[config.mk]
export PLATFORM = sky130hd
export DESIGN_NAME = fifo_byte_reader
export DESIGN_NICKNAME = d
export VERILOG_FILES = /design/src/rtl/fifo_byte_reader_pkg.sv /design/src/rtl/fifo_byte_reader.sv
export SDC_FILE = /design/constraint.sdc
export NUM_CORES = 1
export LEC_CHECK = 0
export ABC_AREA = 1
export BUFFER_PORTS_ARGS = -buffer_cell sky130_fd_sc_hd__buf_2
export CORE_MARGIN = 2
export CORE_UTILIZATION = 48
export CTS_CLUSTER_DIAMETER = 200
export DETAILED_ROUTE_END_ITERATION = 8
export GPL_TIMING_DRIVEN = 1
export PLACE_DENSITY = 0.78
export SYNTH_ARGS = -nofsm -noshare
export SYNTH_HDL_FRONTEND = slang
export SYNTH_SLANG_ARGS = --single-unit
[constraint.sdc]
create_clock -name cwusb_clk -period 2.3 [get_ports cwusb_clk]
set_clock_uncertainty 0.15 [all_clocks]
set_input_delay 0.46 -clock cwusb_clk [delete_from_list [all_inputs] [get_ports cwusb_clk]]
set_output_delay 0.46 -clock cwusb_clk [all_outputs]
set_load 0.005 [all_outputs]
[src/rtl/fifo_byte_reader_pkg.sv]
// fifo_byte_reader_pkg: state encodings and byte-index constants for the capture byte reader
package fifo_byte_reader_pkg;
  typedef enum logic [1:0] {EMPTY, FETCH, WAIT, LOADED} state_t;
  localparam logic [1:0] BYTE_LO  = 2'd0;
  localparam logic [1:0] BYTE_HI  = 2'd1;
  localparam logic [1:0] BYTE_TOP = 2'd2;
endpackage

[src/rtl/fifo_byte_reader.sv]
// fifo_byte_reader: pops 18-bit capture words and serves them as three bytes per word
module fifo_byte_reader
  import fifo_byte_reader_pkg::*;
#(
  parameter logic [7:0] pEMPTY_BYTE = 8'hFF,
  parameter int         pCOUNT_W    = 16
) (
  input  logic                cwusb_clk,
  input  logic                reset_n,
  input  logic [17:0]         I_fifo_data,
  input  logic                I_fifo_empty,
  output logic                O_fifo_read,
  input  logic                I_byte_read,
  input  logic                I_flush,
  input  logic                I_clear_flags,
  output logic [7:0]          O_byte,
  output logic                O_byte_valid,
  output logic                O_underrun,
  output logic [pCOUNT_W-1:0] O_word_count
);
  state_t      state, state_nx;
  logic [17:0] word_q;
  logic [1:0]  idx;
  logic        last_read;
  assign last_read    = state == LOADED && I_byte_read && idx == BYTE_TOP;
  assign O_fifo_read  = state == FETCH && !I_flush;
  assign O_byte_valid = state == LOADED;
  assign O_byte       = !O_byte_valid     ? pEMPTY_BYTE :
                        idx == BYTE_LO    ? word_q[7:0] :
                        idx == BYTE_HI    ? word_q[15:8] : {6'b0, word_q[17:16]};
  // Refetch only when the FIFO already shows data, so no pop ever hits an empty FIFO.
  always_comb begin
    state_nx = I_flush         ? EMPTY :
               state == EMPTY  ? (I_fifo_empty ? EMPTY : FETCH) :
               state == FETCH  ? WAIT :
               state == WAIT   ? LOADED :
               last_read       ? (I_fifo_empty ? EMPTY : FETCH) : LOADED;
  end
  always_ff @(posedge cwusb_clk or negedge reset_n) begin
    if (!reset_n) begin
      state        <= EMPTY;
      word_q       <= '0;
      idx          <= BYTE_LO;
      O_underrun   <= 1'b0;
      O_word_count <= '0;
    end else begin
      state        <= state_nx;
      if (state == WAIT && !I_flush) word_q <= I_fifo_data;
      idx          <= (I_flush || state == WAIT || last_read) ? BYTE_LO :
                      (state == LOADED && I_byte_read) ? idx + 2'd1 : idx;
      O_underrun   <= (I_byte_read && state != LOADED) ? 1'b1 :
                      I_clear_flags ? 1'b0 : O_underrun;
      O_word_count <= I_flush ? '0 :
                      (last_read && O_word_count != '1) ? O_word_count + pCOUNT_W'(1) : O_word_count;
    end
  end
endmodule

Word-level counts from Yosys, hierarchy flattened
Cells that the tools add are included.

word-level totals
  register bits after elaboration = 39

cells by class
  multiplexer cells = 15
  reduce and logical (&&, ||, !) cells = 14
  add/sub/neg operators = 2
  eq/ne operators = 7

operators by type and width
  operator                                                          count
  16-bit 2-to-1 mux                                                 2
  8-bit 2-to-1 mux                                                  3
  16-bit by 1-bit adder with 16-bit output (second input constant)  1
  16-bit inequality test (second input constant)                    1
  2-bit 2-to-1 mux                                                  7
  2-bit == test (second input constant)                             3
  1-bit logical AND                                                 6
  2-bit nonzero test                                                3
  2-bit by 1-bit == test with 1-bit output (second input constant)  2
  2-bit logical NOT                                                 2
  1-bit 2-to-1 mux                                                  3
  2-bit by 1-bit adder with 2-bit output (second input constant)    1
  1-bit logical OR                                                  2
  2-bit inequality test (second input constant)                     1
  1-bit logical NOT                                                 1

Depth between registers and ports, before layout
Gate-level depths: netlist (run 1).

  depth in word-level cells = 8
  depth in mapped cells = 10
  mapped depth without buffers = 9

Worst setup path before layout (run 1)
Ideal clock, no wire load.

  kind = register -> output
  from = reg idx[0]
  to = out O_byte[0]
  data arrival time = 1093 ps
  path buffers = 1
  stages on the path, launching flop included = 5
  path slack = 597 ps
  path through = dfrtp_1 > inv_1 > ha_1 > clkbuf_1 > o31ai_1

on the way
  cells in the longest elaborated chain, start to end = 4

ends and longest elaborated chain
  what                                      line                    source
  start, declared                           fifo_byte_reader.sv:23  logic [1:0] idx;
  start signal, assigned                    fifo_byte_reader.sv:49  idx <= (I_flush || state == WAIT || last_read) ? BYTE_LO :
  2-bit by 1-bit == test with 1-bit output  fifo_byte_reader.sv:30  idx == BYTE_HI ? word_q[15:8] : {6'b0, word_q[17:16]};
  8-bit 2-to-1 mux                          fifo_byte_reader.sv:30
  8-bit 2-to-1 mux (*)                      fifo_byte_reader.sv:29  idx == BYTE_LO ? word_q[7:0] :
  8-bit 2-to-1 mux (*)                      fifo_byte_reader.sv:28  assign O_byte = !O_byte_valid ? pEMPTY_BYTE :
  end, declared                             fifo_byte_reader.sv:16  output logic [7:0] O_byte,

Mark *: on every way between the ends. The rest lies on a longest branch, timed or not.

Worst setup path after layout (run 1)
  from = reg idx[0]
  to = out O_byte[5]

Same word-level chain as after synthesis.

==> reports/qor.txt, run 1 <==
========================================================================================================
Fraction of the mapped netlist area in compound gates .....................................       7.988%
Worst Hold Path Cells .....................................................................            2
Synth Register Bits .......................................................................           39
Number of sinks on the clock net ..........................................................           39
Data arrival, critical path ...............................................................      1.57 ns
Critical register-to-register path endpoint ............................................... O_word_count[2]
Clock tree from TritonCTS .................................................................        built
Hold worst-path end .......................................................................     state[0]
Routed Antenna Nets .......................................................................            0
Count of unique library cells instantiated by Yosys .......................................           28
Die outline width ......................................................................... 69.88 microns
Die outline height ........................................................................ 69.88 microns
TritonRoute pass-1 iters ..................................................................            4
Via count of the first global-routing pass ................................................         1773
Power share of the clock group ............................................................        33.9%
Kind of end point of the critical path ....................................................  output port
Share of total power in combinational logic ...............................................        14.6%
Post-Synth Simple-Gate Area ...............................................................       25.95%
Layout cells sized above 1 ................................................................       31.21%
Hpwl dp ................................................................................... 3314 microns
Mean area per synthesized cell ............................................................  8.644 sq um
Area used by multi-input combinational logic ..............................................   1005 sq um
Die area ..................................................................................   4883 sq um
Top FF cell, synth ........................................................................ sky130_fd_sc_hd__dfrtp_1
Share of synthesized area spent on multiplexers ...........................................       9.730%
Type of the setup path with the least slack ............................................... flip-flop to output port
Final GP Congestion .......................................................................       0.8469
First-pass GRT wire length ................................................................ 8059 microns
Fraction of the mapped netlist area in adder cells ........................................       2.402%
Ordered cell list for the critical path ................................................... inv_1 -> ha_1 -> buf_4 -> a22oi_1 -> nand2_1 -> buf_2
Biggest cell delay along the critical path ................................................      0.37 ns
Worst Hold Launch ......................................................................... I_fifo_empty
Number of nets in the finished design .....................................................          325
Starting utilization of the core area .....................................................       50.98%
FP Rows ...................................................................................           23
Measured slew at the worst slew-check pin .................................................    0.5155 ns
Max Root-Sink Buffers .....................................................................            2
Path depth of the worst reg2reg path ......................................................            8
Min-delay worst type ...................................................................... input port to flip-flop
Static leakage ............................................................................     1.207 nW
Crit path time final ......................................................................     2.177 ns
Number of remaining DRC errors ............................................................            0
Post-Route Setup TNS ......................................................................         0 ns
Placed cell count .........................................................................          338
Number of synthesized flops with an enable pin ............................................            0
Number of H-tree levels ...................................................................            2
Starting DRC count in detailed routing ....................................................           78
Total count of max-transition violations in the final report ..............................            0
Storage cell area .........................................................................  975.9 sq um
Netlist area before placement .............................................................   2083 sq um
Via count .................................................................................         1840
Count of fill cells added during filler insertion .........................................          359
Pre-CTS worst setup slack .................................................................    0.1432 ns
Post-Route Hold Slack .....................................................................    0.1786 ns
Aggregate global-route resource usage .....................................................       20.53%
Initial antenna violation count ...........................................................            0
Number of cells in the finished layout apart from fillers .................................          348
# IOs .....................................................................................           51
Normalized max-slew margin ................................................................       65.60%
Share of synthesized area occupied by flip-flops and latches ..............................       46.85%
ANT cells .................................................................................            0
Syn-to-layout area delta ..................................................................       21.56%
Residual overflow from global routing .....................................................            0
Total of endpoints with negative setup slack in the final report ..........................            0
Power per cell area ....................................................................... 674.5 nW/um^2
Top library cells by usage in the layout, fill and taps aside ............................. sky130_fd_sc_hd__nand2_1, sky130_fd_sc_hd__buf_2, sky130_fd_sc_hd__dfrtp_1, sky130_fd_sc_hd__nor2_1, sky130_fd_sc_hd__mux2_2
Peak supply drop ..........................................................................     344.4 uV
Worst-case register-to-register setup slack ...............................................      0.40 ns
Placeable core area .......................................................................   4086 sq um
Post-synthesis xor/xnor area fraction .....................................................       1.682%
Quantity of I/O buffers inserted on ports .................................................           50
Status .................................................................................... finished, final reports clean
Number of vias per cell ...................................................................        5.287
Dominant combinational cell family by area after synthesis ................................ simple AND/OR/NAND/NOR gates
Total clock buffers created by CTS ........................................................            5
CP top delay family ....................................................................... buffers and inverters
R2r startpoint ............................................................................ O_word_count[1]
Area of placed instances ..................................................................   2392 sq um
Final period utilization ..................................................................       94.64%
Worst-Skew Late Latency ...................................................................      0.30 ns
Critical path buffers and inverters .......................................................            3
Number of standard cells after synthesis ..................................................          241
Routed WL per cell ........................................................................ 13.45 microns
Critical path data required time ..........................................................      1.69 ns
Ys Warns ..................................................................................            0
Int Pwr ...................................................................................     1.282 mW
Maximum number of pins on one net before global-route repair ..............................           22
Proportion of register bits with asynchronous set or reset after synthesis ................       100.0%
Portion of total power attributed to sequential cells .....................................        51.5%
Fmax achieved .............................................................................   0.4594 GHz
Worst Setup Start Kind ....................................................................    flip-flop
Total non-filler cell area in the finished layout .........................................   2532 sq um
Post-CTS clock slew at the launch and capture registers of the worst setup and hold paths .      0.08 ns
Commonest non-fill, non-tap cell in the layout ............................................ sky130_fd_sc_hd__nand2_1
Total Wirelength .......................................................................... 4679 microns
Net count after synthesis .................................................................          269
Switching power share of the total ........................................................       24.95%
Clock root cell ........................................................................... sky130_fd_sc_hd__clkbuf_8
Endpoints failing hold ....................................................................            0
Peak fanout along the critical path .......................................................           10
Final setup margin ........................................................................    0.1233 ns
Slowest-stage cell, CP .................................................................... sky130_fd_sc_hd__dfrtp_1
Number of max-cap violations ..............................................................            0
Unrepaired setup endpoints after global routing ...........................................           no
Total Power ...............................................................................     1.708 mW
Share of the core filled with cells .......................................................       61.97%
Switching Power ...........................................................................     426.1 uW
========================================================================================================
layer usage:
metal	up-vias	GRT usage [%]	routed length, microns
met2	62	33.44	2258
met5	-	0	0
li1	907	-	-
met4	0	7.479	85
met3	9	4.618	273
met1	862	26.90	2061
registers in the layout, indices dropped and copies added (netlist names):
| name | flops |
|---|---|
| word_q | 18 |
| state | 2 |
| O_underrun | 1 |
| idx | 2 |
| O_word_count | 16 |
what timing repair did:
action                     CTS  global route
resized for setup            1             2
pin swaps                    0             0
hold endpoints to repair    18             0
buffers inserted             0             1
hold buffers                 1             0
setup endpoints to repair    6            17
worst max-delay path by stage:
stage               slack (ns)  cells after the start          endpoint            start
CTS                       0.07                      7         O_byte[4]           idx[1]
global placement          0.20                      8   O_word_count[2]  O_word_count[0]
detailed placement        0.14                      8  O_word_count[12]  O_word_count[1]
finish                    0.12                      6         O_byte[5]           idx[0]
floorplan                 0.60                      4         O_byte[0]           idx[0]
global route              0.01                      7         O_byte[5]           idx[1]
cell families after synthesis:
family | Yosys count
AOI/OAI and AO/OA | 25
buffers and inverters | 25
adders and majority gates | 4
muxes | 18
DFF | 39
and+or+nand+nor | 126
xor gates and xnor gates | 4
cell type report:
type / count / area share (%)
tap: 50 / 2.470
inverter: 19 / 2.915
multi-input combinational: 177 / 39.67
timing repair buffer: 55 / 11.96
clock buffer: 5 / 2.717
sequential: 39 / 38.54
clock inverter: 3 / 1.729
power groups by stage:
stage	Sequential, mW	Combinational, mW	Clock [mW]
6_report	0.880	0.250	0.578
3_5_place_dp	0.891	0.250	0
2_1_floorplan	0.868	0.181	0
5_1_grt	0.889	0.278	0.626
4_1_cts	0.877	0.252	0.590
3_3_place_gp	0.881	0.241	0
Yosys cell counts, types with 2 or more instances:
cell                       count  share of area [%]
sky130_fd_sc_hd__or2_2         2               0.60
sky130_fd_sc_hd__nand3_2       2               0.96
sky130_fd_sc_hd__nand2_1      70                 13
sky130_fd_sc_hd__buf_4         2               0.72
sky130_fd_sc_hd__o21bai_1      3                1.1
sky130_fd_sc_hd__xor2_1        4                1.7
sky130_fd_sc_hd__nand4_1       9                2.7
sky130_fd_sc_hd__dfrtp_1      39                 47
sky130_fd_sc_hd__o21ai_0       3               0.72
sky130_fd_sc_hd__nor2_1       28                5.0
sky130_fd_sc_hd__mux2_2       18                9.7
sky130_fd_sc_hd__inv_1        15                2.7
sky130_fd_sc_hd__clkbuf_1      2               0.36
sky130_fd_sc_hd__nand3_1      12                2.9
sky130_fd_sc_hd__a21oi_1       9                2.2
sky130_fd_sc_hd__inv_2         2               0.36
sky130_fd_sc_hd__a22oi_1       6                2.2
sky130_fd_sc_hd__o31ai_1       2               0.72
sky130_fd_sc_hd__ha_1          4                2.4
Power figures use the tool's default switching activity.
==> run 2: changes to the inputs <==
ABC_AREA = unset   (was 1)
ABC_CLOCK_PERIOD_IN_PS = 2300   (was unset)
==> run 2 against run 1 <==
Sequential power is 2.8% higher. Global-route usage fell by 0.079 points. Cell count fell by 16%. Synthesized area shrank 4.3%. Critical path depth decreased by 1. Via count decreased by 11%. Hold slack better by 0.031 ns. Total power shrank 6.4%. Maximum frequency shrank 2.1%. Critical path type unchanged. Largest power group unchanged. Highest routed layer unchanged.
==> reports/qor.txt, run 2 <==
========================================================================================================
FP Rows ...................................................................................           23
Share of the core filled with cells .......................................................       61.34%
First-pass GRT wire length ................................................................ 6975 microns
Die outline height ........................................................................ 68.44 microns
Number of vias per cell ...................................................................        5.627
Static leakage ............................................................................     1.096 nW
Biggest cell delay along the critical path ................................................      0.41 ns
Dominant cells by area after synthesis .................................................... sky130_fd_sc_hd__dfrtp_1, sky130_fd_sc_hd__mux2_2, sky130_fd_sc_hd__a21oi_1
Netlist area before placement .............................................................   1993 sq um
Number of max-cap violations ..............................................................            0
Critical path data required time ..........................................................      1.69 ns
Via count .................................................................................         1643
Normalized max-slew margin ................................................................       67.96%
Unrepaired setup endpoints after global routing ...........................................          yes
Slowest-stage cell, CP .................................................................... sky130_fd_sc_hd__dfrtp_2
Initial antenna violation count ...........................................................            0
Hpwl dp ................................................................................... 3065 microns
Worst Setup Start Kind ....................................................................    flip-flop
Aggregate global-route resource usage .....................................................       20.45%
Starting DRC count in detailed routing ....................................................          107
Quantity of I/O buffers inserted on ports .................................................           50
Final GP Congestion .......................................................................       0.8325
Most frequent cell after synthesis ........................................................ sky130_fd_sc_hd__dfrtp_1
Placeable core area .......................................................................   4000 sq um
Syn-to-layout area delta ..................................................................       23.10%
Cell type with the largest total area after synthesis ..................................... sky130_fd_sc_hd__dfrtp_1
Routed WL per cell ........................................................................ 14.40 microns
Synth Register Bits .......................................................................           39
Final period utilization ..................................................................       96.69%
Pre-CTS worst setup slack .................................................................    0.1198 ns
Post-CTS clock slew at the launch and capture registers of the worst setup and hold paths .      0.07 ns
Status .................................................................................... finished, final reports clean
Peak supply drop ..........................................................................     348.9 uV
# IOs .....................................................................................           51
Mean area per synthesized cell ............................................................  10.83 sq um
Routed Antenna Nets .......................................................................            0
Total Wirelength .......................................................................... 4204 microns
Endpoints failing hold ....................................................................            0
Peak fanout along the critical path .......................................................            9
Crit path time final ......................................................................     2.224 ns
Kind of end point of the critical path ....................................................  output port
Commonest non-fill, non-tap cell in the layout ............................................ sky130_fd_sc_hd__buf_2
Total count of max-transition violations in the final report ..............................            0
Clock root cell ........................................................................... sky130_fd_sc_hd__clkbuf_8
Count of fill cells added during filler insertion .........................................          342
Type of the setup path with the least slack ............................................... flip-flop to output port
Maximum number of pins on one net before global-route repair ..............................           22
Total of endpoints with negative setup slack in the final report ..........................            0
Regs by FF count .......................................................................... word_q x18, O_word_count x16
Clock tree from TritonCTS .................................................................        built
Number of remaining DRC errors ............................................................            0
Max Root-Sink Buffers .....................................................................            2
Share of synthesized area occupied by flip-flops and latches ..............................       48.96%
Worst-Skew Late Latency ...................................................................      0.28 ns
Via count of the first global-routing pass ................................................         1520
Largest register by flop count ............................................................       word_q
ANT cells .................................................................................            0
Number of sinks on the clock net ..........................................................           39
Top FF cell, synth ........................................................................ sky130_fd_sc_hd__dfrtp_1
Residual overflow from global routing .....................................................            0
Starting utilization of the core area .....................................................       49.83%
Die area ..................................................................................   4684 sq um
Die outline width ......................................................................... 68.44 microns
Fmax achieved .............................................................................   0.4497 GHz
Final setup margin ........................................................................   0.07608 ns
Number of synthesized flops with an enable pin ............................................            0
Proportion of register bits with asynchronous set or reset after synthesis ................       100.0%
Min-delay worst type ...................................................................... input port to flip-flop
Number of H-tree levels ...................................................................            2
Number of flip-flops under the largest register name ......................................           18
Ordered cell list for the critical path ................................................... inv_1 -> ha_2 -> buf_4 -> a221o_1 -> buf_2
Critical path buffers and inverters .......................................................            3
Data arrival, critical path ...............................................................      1.61 ns
Layout cells sized above 1 ................................................................       39.67%
Net count after synthesis .................................................................          212
Power per cell area ....................................................................... 651.5 nW/um^2
Most frequent cells after synthesis ....................................................... sky130_fd_sc_hd__dfrtp_1, sky130_fd_sc_hd__mux2_2, sky130_fd_sc_hd__a21oi_1, sky130_fd_sc_hd__nand2_1, sky130_fd_sc_hd__nor2_1
Total clock buffers created by CTS ........................................................            5
Ys Warns ..................................................................................            0
Portion of synthesized cell area occupied by the leading cell type ........................       48.96%
CP top delay family .......................................................................   flip-flops
Measured slew at the worst slew-check pin .................................................    0.4806 ns
Top library cells by usage in the layout, fill and taps aside ............................. sky130_fd_sc_hd__buf_2, sky130_fd_sc_hd__dfrtp_1, sky130_fd_sc_hd__mux2_2, sky130_fd_sc_hd__nand2_1, sky130_fd_sc_hd__a21oi_1
TritonRoute pass-1 iters ..................................................................            4
Number of standard cells after synthesis ..................................................          184
Count of unique library cells instantiated by Yosys .......................................           37
Number of nets in the finished design .....................................................          269
========================================================================================================
[run 2: cell type report]
cell class / count / area [sq um] / area share (%)
well taps: 50 / 62.56 / 2.550
repair buffers: 59 / 345.3 / 14.07
flip-flops and latches: 39 / 977.2 / 39.83
multi-input cells: 128 / 957.2 / 39.01
inverters: 8 / 30.03 / 1.224
clock buffers: 7 / 76.32 / 3.111
clock inverters: 1 / 5.005 / 0.2040
[run 2: cells by family after synthesis]
logic type | Yosys count | share of synthesized area (%)
compound gates | 38 | 12.81
simple gates | 62 | 17.70
buf+inv | 17 | 4.645
fa+ha+maj | 4 | 2.511
flops | 39 | 48.96
mux | 24 | 13.37
[run 2: layer usage]
metal	vias up	part of all wire (%)	track usage (%)	wire, microns
met5	-	0	0	0
li1	806	-	-	-
met3	4	4.6	4.770	193
met2	40	48	32.09	2001
met4	0	1.3	9.500	55
met1	793	46	26.67	1953
[run 2: timing repair]
| item | CTS | global route |
|---|---|---|
| hold buffers | 1 | 0 |
| setup endpoints to repair | 7 | 14 |
| resized for setup | 3 | 6 |
| buffers inserted | 0 | 1 |
| hold endpoints to repair | 20 | 0 |
[run 2: path summary, 6_finish.rpt]
kind,start,endpoint,slack (ns),cells past startpoint
max,idx[0],O_byte[7],0.08,5
min,I_clear_flags,O_underrun,0.21,2
max reg2reg,idx[0],O_word_count[11],0.15,6
min reg2reg,word_q[17],word_q[17],0.36,1
max in group asynchronous,reset_n,O_underrun,1.02,3
min in group asynchronous,reset_n,word_q[17],0.52,2
[run 2: worst register-to-register path: stages, from the launching register on]
cell                      delay, ns
sky130_fd_sc_hd__dfrtp_2       0.44
sky130_fd_sc_hd__inv_1         0.10
sky130_fd_sc_hd__ha_1          0.26
sky130_fd_sc_hd__nand4_4       0.12
sky130_fd_sc_hd__or3_4         0.45
sky130_fd_sc_hd__or4_1         0.42
sky130_fd_sc_hd__a21oi_1       0.15
[run 2: per-stage QoR]
step | cell area (sq um) | power [mW] | TNS, ns | cells | hold WS (ns)
4_1_cts | 2415 | 1.617 | 0 | 291 | 0.2044
3_5_place_dp | 2308 | 1.179 | 0 | 282 | 0.2998
6_report | 2454 | 1.598 | 0 | 292 | 0.2094
3_3_place_gp | 2308 | 1.155 | 0 | 282 | 0.2968
2_1_floorplan | 1993 | 1.082 | 0 | 184 | 0.01441
5_1_grt | 2454 | 1.699 | -0.03219 | 292 | 0.2202
[run 2: power by group]
part / internal (mW) / switching, mW
sequential: 0.827 / 0.0788
clock: 0.213 / 0.222
combinational: 0.161 / 0.0974
